**src/rtl/iob_spi_fl_slave_pkg.sv**
```systemverilog
// iob_spi_fl_slave_pkg: opcodes, states and status bits for the SPI flash responder
package iob_spi_fl_slave_pkg;
  localparam logic [7:0] CMD_READ = 8'h03;
  localparam logic [7:0] CMD_PP   = 8'h02;
  localparam logic [7:0] CMD_RDSR = 8'h05;
  localparam logic [7:0] CMD_WREN = 8'h06;
  localparam logic [7:0] CMD_WRDI = 8'h04;
  localparam logic [7:0] CMD_RDID = 8'h9F;
  localparam int SR_WIP = 0;
  localparam int SR_WEL = 1;
  typedef enum logic [2:0] {
    ST_IDLE, ST_CMD, ST_ADDR, ST_RD, ST_WR, ST_STAT, ST_ID, ST_IGNORE
  } state_t;
  function automatic state_t cmd_next(input logic [7:0] c);
    return (c == CMD_READ || c == CMD_PP) ? ST_ADDR :
           c == CMD_RDSR ? ST_STAT :
           c == CMD_RDID ? ST_ID : ST_IGNORE;
  endfunction
endpackage

```
**src/rtl/spi_slave_sync_edge.sv**
```systemverilog
// spi_slave_sync_edge: two-flop synchroniser with registered rise/fall pulses aligned to q
module spi_slave_sync_edge (
  input  logic clk,
  input  logic rst,
  input  logic d,
  output logic q,
  output logic rise,
  output logic fall
);
  logic [2:0] s;
  always_ff @(posedge clk or negedge rst)
    if (!rst) begin
      s <= '0;
      rise <= 1'b0;
      fall <= 1'b0;
    end else begin
      s <= {s[1:0], d};
      rise <= s[1] & ~s[2];
      fall <= ~s[1] & s[2];
    end
  assign q = s[2];
endmodule

```
**src/rtl/iob_spi_slave_fl.sv**
```systemverilog
// iob_spi_slave_fl: SPI mode-0 serial-NOR flash responder over a byte-wide memory port
module iob_spi_slave_fl import iob_spi_fl_slave_pkg::*; #(
  parameter int MEM_ADDR_W = 16,
  parameter logic [23:0] JEDEC_ID = 24'hEF4018,
  parameter int PAGE_W = 8
) (
  input  logic                  clk,
  input  logic                  rst,
  input  logic                  sclk,
  input  logic                  ss,
  input  logic                  mosi,
  output logic                  miso,
  output logic                  miso_oe,
  output logic                  mem_en,
  output logic                  mem_we,
  output logic [MEM_ADDR_W-1:0] mem_addr,
  output logic [7:0]            mem_wdata,
  input  logic [7:0]            mem_rdata,
  output logic                  cmd_strobe,
  output logic [7:0]            cmd_code
);
  localparam logic [MEM_ADDR_W-1:0] PMASK = MEM_ADDR_W'((1 << PAGE_W) - 1);
  logic sclk_q, sclk_rise, sclk_fall, ss_q, ss_rise, ss_fall, mosi_q, mosi_rise, mosi_fall;
  logic unused;
  state_t state, state_nxt;
  logic [2:0] bitcnt;
  logic [1:0] acnt, id_cnt;
  logic [7:0] sh_in, sh_out, byte_val, stat, id_byte;
  logic [MEM_ADDR_W-1:0] addr;
  logic wel, wrote, skip, en_q, we_q, rd_load;
  logic rise, fall, byte_done, out_st, boundary;
  spi_slave_sync_edge u_sclk (.clk(clk), .rst(rst), .d(sclk), .q(sclk_q), .rise(sclk_rise), .fall(sclk_fall));
  spi_slave_sync_edge u_ss   (.clk(clk), .rst(rst), .d(ss),   .q(ss_q),   .rise(ss_rise),   .fall(ss_fall));
  spi_slave_sync_edge u_mosi (.clk(clk), .rst(rst), .d(mosi), .q(mosi_q), .rise(mosi_rise), .fall(mosi_fall));
  assign unused = ^{sclk_q, mosi_rise, mosi_fall};
  assign rise = sclk_rise & ~ss_q & (state != ST_IDLE);
  assign fall = sclk_fall & ~ss_q;
  assign byte_done = rise & (bitcnt == 3'd7);
  assign byte_val = {sh_in[6:0], mosi_q};
  assign out_st = state inside {ST_RD, ST_STAT, ST_ID};
  // the fall right after the byte that entered a data-out state belongs to that byte, not the next
  assign boundary = fall & out_st & ~skip & (bitcnt == 3'd0);
  assign miso_oe = out_st;
  assign miso = out_st & sh_out[7];
  assign mem_en = en_q & ~ss_q;
  assign mem_we = we_q & ~ss_q;
  assign mem_addr = addr;
  always_comb begin
    stat = '0;
    stat[SR_WEL] = wel;
    stat[SR_WIP] = 1'b0;
    id_byte = id_cnt == 2'd1 ? JEDEC_ID[15:8] : id_cnt == 2'd2 ? JEDEC_ID[7:0] : 8'h00;
  end
  always_comb begin
    state_nxt = state;
    if (ss_q) state_nxt = ST_IDLE;
    else if (state == ST_IDLE) state_nxt = ss_fall ? ST_CMD : ST_IDLE;
    else if (byte_done && state == ST_CMD) state_nxt = cmd_next(byte_val);
    else if (byte_done && state == ST_ADDR && acnt == 2'd2) state_nxt = cmd_code == CMD_READ ? ST_RD : ST_WR;
  end
  always_ff @(posedge clk or negedge rst)
    if (!rst) begin
      state <= ST_IDLE;
      bitcnt <= '0;
      acnt <= '0;
      id_cnt <= '0;
      sh_in <= '0;
      sh_out <= '0;
      addr <= '0;
      wel <= 1'b0;
      wrote <= 1'b0;
      skip <= 1'b0;
      en_q <= 1'b0;
      we_q <= 1'b0;
      rd_load <= 1'b0;
      mem_wdata <= '0;
      cmd_strobe <= 1'b0;
      cmd_code <= '0;
    end else begin
      state <= state_nxt;
      en_q <= 1'b0;
      we_q <= 1'b0;
      cmd_strobe <= 1'b0;
      rd_load <= mem_en & ~mem_we;
      if (mem_en & mem_we) begin
        addr <= (addr & ~PMASK) | ((addr + MEM_ADDR_W'(1)) & PMASK);
        wrote <= 1'b1;
      end
      if (ss_rise & wrote) wel <= 1'b0;
      if (ss_q) begin
        bitcnt <= '0;
        acnt <= '0;
        id_cnt <= '0;
        sh_in <= '0;
        sh_out <= '0;
        skip <= 1'b0;
        wrote <= 1'b0;
      end else begin
        if (rise) begin
          sh_in <= byte_val;
          bitcnt <= bitcnt + 3'd1;
        end
        if (fall & out_st) skip <= 1'b0;
        if (byte_done && state == ST_CMD) begin
          cmd_strobe <= 1'b1;
          cmd_code <= byte_val;
          if (byte_val == CMD_WREN) wel <= 1'b1;
          if (byte_val == CMD_WRDI) wel <= 1'b0;
          sh_out <= byte_val == CMD_RDID ? JEDEC_ID[23:16] : stat;
          id_cnt <= 2'd1;
          skip <= 1'b1;
        end
        if (byte_done && state == ST_ADDR) begin
          addr <= MEM_ADDR_W'({addr, byte_val});
          acnt <= acnt + 2'd1;
          if (acnt == 2'd2 && cmd_code == CMD_READ) begin
            en_q <= 1'b1;
            skip <= 1'b1;
          end
        end
        if (byte_done && state == ST_WR && wel) begin
          en_q <= 1'b1;
          we_q <= 1'b1;
          mem_wdata <= byte_val;
        end
        if (boundary) begin
          sh_out <= state == ST_STAT ? stat : state == ST_ID ? id_byte : sh_out;
          if (state == ST_ID && id_cnt != 2'd3) id_cnt <= id_cnt + 2'd1;
          if (state == ST_RD) begin
            addr <= addr + MEM_ADDR_W'(1);
            en_q <= 1'b1;
          end
        end else if (fall & out_st & ~skip) sh_out <= {sh_out[6:0], 1'b0};
        if (rd_load && state == ST_RD) sh_out <= mem_rdata;
      end
    end
endmodule

```
**config.mk**
```make
export PLATFORM = sky130hd
export DESIGN_NAME = iob_spi_slave_fl
export DESIGN_NICKNAME = d
export VERILOG_FILES = /design/src/rtl/iob_spi_fl_slave_pkg.sv /design/src/rtl/spi_slave_sync_edge.sv /design/src/rtl/iob_spi_slave_fl.sv
export SDC_FILE = /design/constraint.sdc
export NUM_CORES = 1
export LEC_CHECK = 0
export BUFFER_PORTS_ARGS = -buffer_cell sky130_fd_sc_hd__buf_2
export CORE_MARGIN = 2
export CORE_UTILIZATION = 58
export DETAILED_ROUTE_END_ITERATION = 12
export PLACE_DENSITY = 0.85
export SKIP_LAST_GASP = 1
export SYNTH_ARGS = -nofsm -noshare
export SYNTH_HDL_FRONTEND = slang
export SYNTH_HIERARCHICAL = 1
export SYNTH_SLANG_ARGS = --single-unit
```
**constraint.sdc**
```tcl
create_clock -name clk -period 2.34 [get_ports clk]
set_clock_uncertainty 0.1 [all_clocks]
set_input_delay 0.702 -clock clk [delete_from_list [all_inputs] [get_ports clk]]
set_output_delay 0.702 -clock clk [all_outputs]
set_load 0.01 [all_outputs]
```
==> impl_metrics.yaml, run 1 <==
critical_path:
  crit_required_ns: 1.54
  crit_path_start: "state[0]"
  r2r_start: "mem_addr[1]"
  crit_type: "flop to output pin"
  worst-r2r-cell-count: 6
  regToRegSetupSlack_ns: 0.14
  worstSetupEndpointType: "output pin"
  cp.arrival_ns: 1.46
  startpoint_type: "flop"
  path_max_fanout: 4
  r2r-end: "mem_addr[14]"
final_layout:
  final_nets: 467
  area_delta_synth_final_pct: 18.6
  diodes: 0
  drive_gt1_share_pct: 26.8
clocking:
  max-clock-path-buffers: 2
  cts_tree: "done"
  cts.sink_count: 77
  clock_latency_ns: 0.36
  cts_max_level: 3
  clk_pin_slew_ns: 0.08
  cts_made_buffers: 9
  cts_root_buf: "clkbuf_8"
grt:
  grt_usage_pct: 26.4
  grt_pass1_vias: 3045
  grt-ovfl-total: 0
  antenna_found_initial: 0
  grt_pass1_wl_um: 14900
  grt_max_degree: 78
placed_design:
  dp_worst_setup_slack_ns: 0.118
  port_buffers: 49
  dpl.hpwl_um: 6040
  routabilityCongestion: 0.899
sta:
  setup_violations: 0
  drv_slew: 0
  min_period_over_period_pct: 96.8
  clock.fmax_ghz: 0.441
  worst_pin_slew_ns: 0.522
  setup_tns_ns: 0
  min_period_ns: 2.27
  relSlewSlack_pct: 65.1
  rsz0062_at_grt: "no"
  layout_setup_ws_ns: 0.0749
  final-hold-violation-count: 0
routing:
  drt_iter0_markers: 299
  routed_wl_um: 8940
  drt_first_pass_iters: 5
  vias: 3279
  wl_per_cell_um: 16.9
  viasPerCell: 6.21
  ant_nets: 0
  post-route-drc-count: 0
logic_synthesis:
  netlist_area_sq_um: 3770
  synth_warnings: 6
  syn_area_per_cell_sq_um: 9.86
  syn_nets: 404
  postSynthCellCount: 383
pwr:
  intPower_mw: 2.10
  powerDensity_nw_per_um2: 643
  power.leakage_nw: 2.16
  switching_share_pct: 27.0
  pwr-share-clk_pct: 39.4
  p_switching_mw: 0.778
  p_comb_share_pct: 11.2
  ir_drop_mv: 0.611
  seqPwrFrac_pct: 49.4
floorplan:
  dieArea_sq_um: 7170
  die_x_um: 84.7
  initial_core_util_pct: 59.8
  io_pins: 50
  placementRows: 29
  fp.dieH_um: 84.7
  core_area_sq_um: 6310
hold_path:
  holdCritPathClass: "primary input to asynchronous set/reset pin"
flow_run:
  maxCapViolCount: 0
outcome:
  status: "complete, no violations"
[registers in the layout, summed over array words and instances (netlist names), 3 cells and up]
signal and cells:
mem_addr 16, cmd_code 8, mem_wdata 8, sh_out 8
sh_in 7, bitcnt 3, state 3, u_mosi/s 3
u_sclk/s 3, u_ss/s 3
[power groups by stage]
stage	Sequential (mW)	Combinational, mW	Clock (mW)
3_3_place_gp	1.44	0.262	0
5_1_grt	1.43	0.354	1.21
2_1_floorplan	1.40	0.211	0
6_report	1.42	0.322	1.13
4_1_cts	1.41	0.304	1.15
3_5_place_dp	1.44	0.272	0
[layout make-up]
type,count,area [sq um]
inverters,16,60.1
repair buffers,72,433
well taps,77,96.3
fillers,492,1840
multi-input cells,270,1740
flip-flops and latches,77,1930
clock buffers,9,124
clock inverters,7,97.6
[how the worst max path moves through the flow]
stage                    to  slack (ns)  cells past startpoint
2_1_floorplan  mem_addr[14]        0.25                      6
3_3_place_gp   mem_addr[14]        0.22                      6
3_5_place_dp   mem_addr[14]        0.12                      6
4_1_cts              mem_en        0.02                      3
5_1_grt        mem_addr[14]      0.0009                      6
6_report               miso        0.07                      4
[layout by cell type, fill, tap and decap left out, drive strengths merged, types with 3 or more instances in the layout]
cell    instances
inv            17
nor4            4
nand4           8
xnor2           3
a221o           4
nor2b          10
o21ai          18
a211oi          7
o31ai           4
o22ai           5
buf            72
ha              8
nor3           15
a21oi          22
or4             4
nor3b           6
mux2            7
nand3          18
and4            4
clkbuf          9
o41ai           5
nand2          57
nor2           28
dfrtp          77
[what timing repair did]
action / CTS / global route
setup buffers: 1 / 0
setup endpoints to repair: 2 / 4
hold buffers: 0 / 0
pin swaps: 0 / 1
gates resized for setup: 3 / 8
[layer usage]
layer	track usage, %	vias up	share of wire, %
met4	7.50	0	1.5
met5	0	-	0
met2	40.2	127	48
met1	37.9	1625	44
li1	-	1505	-
met3	6.59	22	6.1
[critical path: stages, from the launching register on]
cell and delay (ns):
dfrtp_2 0.49, xnor2_4 0.24, a21oi_2 0.09, and2_1 0.16, buf_2 0.13
[stage by stage]
step,total power [mW],std cells,hold WS [ns],util (%),instance area [sq um]
after global routing,2.99,528,0.260,70.9,4480
after global placement,1.70,511,0.235,66.5,4200
after detailed placement,1.72,511,0.238,66.5,4200
final,2.88,528,0.244,70.9,4480
after CTS,2.86,528,0.257,70.4,4440
after floorplan,1.61,383,0.231,-,3770
Note: power is estimated with default switching activity, not from simulation.
==> run 2, diff against run 1 <==
--- a/config.mk
+++ b/config.mk
@@ -6,8 +6,10 @@
 export NUM_CORES = 1
 export LEC_CHECK = 0
 export BUFFER_PORTS_ARGS = -buffer_cell sky130_fd_sc_hd__buf_2
-export CORE_MARGIN = 2
-export CORE_UTILIZATION = 58
+export CELL_PAD_IN_SITES_DETAIL_PLACEMENT = 0
+export CELL_PAD_IN_SITES_GLOBAL_PLACEMENT = 1
+export CORE_MARGIN = 3
+export CORE_UTILIZATION = 45
 export DETAILED_ROUTE_END_ITERATION = 12
 export PLACE_DENSITY = 0.85
 export SKIP_LAST_GASP = 1
==> impl_metrics.yaml, run 2 (synthesized netlist as in run 1, its figures left out) <==
clocking:
  cts_made_buffers: 9
  cts.sink_count: 77
  cts_hold_buf: 0
  cts_tree: "done"
  cts_root_buf: "clkbuf_8"
  cts_max_level: 3
  max-clock-path-buffers: 2
  clk_pin_slew_ns: 0.09
  clock_latency_ns: 0.36
pwr:
  ir_drop_mv: 0.417
  powerDensity_nw_per_um2: 628
  power.total_mw: 2.89
  power.leakage_nw: 2.23
floorplan:
  initial_core_util_pct: 47.6
  io_pins: 50
  core_area_sq_um: 7930
  dieArea_sq_um: 9520
  placementRows: 32
  die_x_um: 97.6
  fp.dieH_um: 97.6
sta:
  min_period_over_period_pct: 97.5
  clock.fmax_ghz: 0.438
  setup_tns_ns: 0
  setup_violations: 0
  drv_slew: 0
  rsz0062_at_grt: "yes"
  final-hold-violation-count: 0
  layout_setup_ws_ns: 0.0593
  min_period_ns: 2.28
  worst_pin_slew_ns: 0.549
  relSlewSlack_pct: 63.1
critical_path:
  crit_type: "flop to output pin"
  r2r-end: "sh_out[4]"
  worst-r2r-cell-count: 9
  r2r_start: "bitcnt[0]"
  cp.arrival_ns: 1.48
  crit_required_ns: 1.54
  regToRegSetupSlack_ns: 0.14
  startpoint_type: "flop"
  path_max_fanout: 7
  worstSetupEndpointType: "output pin"
routing:
  post-route-drc-count: 0
  wl_per_cell_um: 16.3
  routed_wl_um: 9230
  vias: 3172
  drt_iter0_markers: 214
  ant_nets: 0
  drt_first_pass_iters: 4
  viasPerCell: 5.61
grt:
  grt-ovfl-total: 0
  antenna_found_initial: 0
  grt_pass1_wl_um: 15800
  grt_max_degree: 46
  grt_pass1_vias: 3095
  grt_usage_pct: 20.4
final_layout:
  drive_gt1_share_pct: 28.3
  final_cell_mix: "76 x dfrtp_1, 57 x nand2_1, 48 x buf_2"
  final_area_sq_um: 4590
  final_nets: 479
  fin_util_pct: 57.9
  mostFrequentLayoutCell: "dfrtp_1"
  area_delta_synth_final_pct: 21.7
  largest_reg_flops: 16
  diodes: 0
outcome:
  status: "complete, no violations"
placed_design:
  routabilityCongestion: 0.848
  dpl.hpwl_um: 6420
  dp_worst_setup_slack_ns: 0.146
  place_area_sq_um: 4300
  port_buffers: 49
hold_path:
  holdCritPathClass: "primary input to asynchronous set/reset pin"
flow_run:
  maxCapViolCount: 0
[run 2: changes by cell type in the layout (fill, tap and decap cells not counted)]
| cell | before | now |
|---|---|---|
| buf_4 | 23 | 34 |
| inv_6 | 1 | 3 |
| dfrtp_2 | 3 | 1 |
| inv_8 | 0 | 2 |
| nor3b_2 | 2 | 3 |
| bufinv_16 | 2 | 1 |
| nor2b_2 | 2 | 1 |
| clkinv_2 | 1 | 0 |
| clkinvlp_4 | 2 | 0 |
| dfrtp_1 | 74 | 76 |
| nor2b_1 | 8 | 9 |
| nor3b_1 | 4 | 3 |
| buf_6 | 0 | 1 |
[run 2: area by class of cell]
class,count,area (sq um)
Clock buffer,9,124
Clock inverter,7,87.6
Fill cell,696,3330
Inverter,16,60.1
Multi-Input combinational cell,270,1740
Sequential cell,77,1930
Tap cell,102,128
Timing Repair Buffer,84,527
[run 2: worst max-delay path by stage]
stage / start / endpoint
after global placement: bitcnt[0] / mem_addr[13]
final: state[0] / miso
after global routing: state[1] / miso
after floorplan: mem_addr[0] / mem_addr[14]
after detailed placement: bitcnt[0] / state[2]
after CTS: state[0] / miso
[run 2: metal layers]
metal / global-route usage, % / share of wire, % / wire length, um
met5: 0 / 0 / 0
met4: 4.90 / 1.0 / 93
met3: 4.67 / 5.1 / 475
met2: 32.0 / 48 / 4420
met1: 28.7 / 46 / 4250
[run 2: repair_timing]
| item | CTS | global route |
|---|---|---|
| buffers inserted | 0 | 4 |
| setup endpoints to repair | 3 | 3 |
| resized for setup | 6 | 4 |
[run 2: where the power goes]
part           leakage (nW)  internal [mW]  switching [mW]
Clock                 0.109          0.521           0.571
Sequential             1.05           1.36          0.0565
Combinational          1.07          0.169           0.205
Total                  2.23           2.05           0.833
[run 2: worst max-delay path, stage by stage (launching register included)]
cell and delay, ns:
dfrtp_2 0.50, xnor2_4 0.18, a21oi_2 0.18, and2_1 0.13, buf_2 0.12
[run 2: per-stage QoR]
stage	hold WS (ns)	std cells
6_report	0.183	565
5_1_grt	0.201	565
4_1_cts	0.193	561
3_5_place_dp	0.235	545
3_3_place_gp	0.234	545
2_1_floorplan	0.231	383
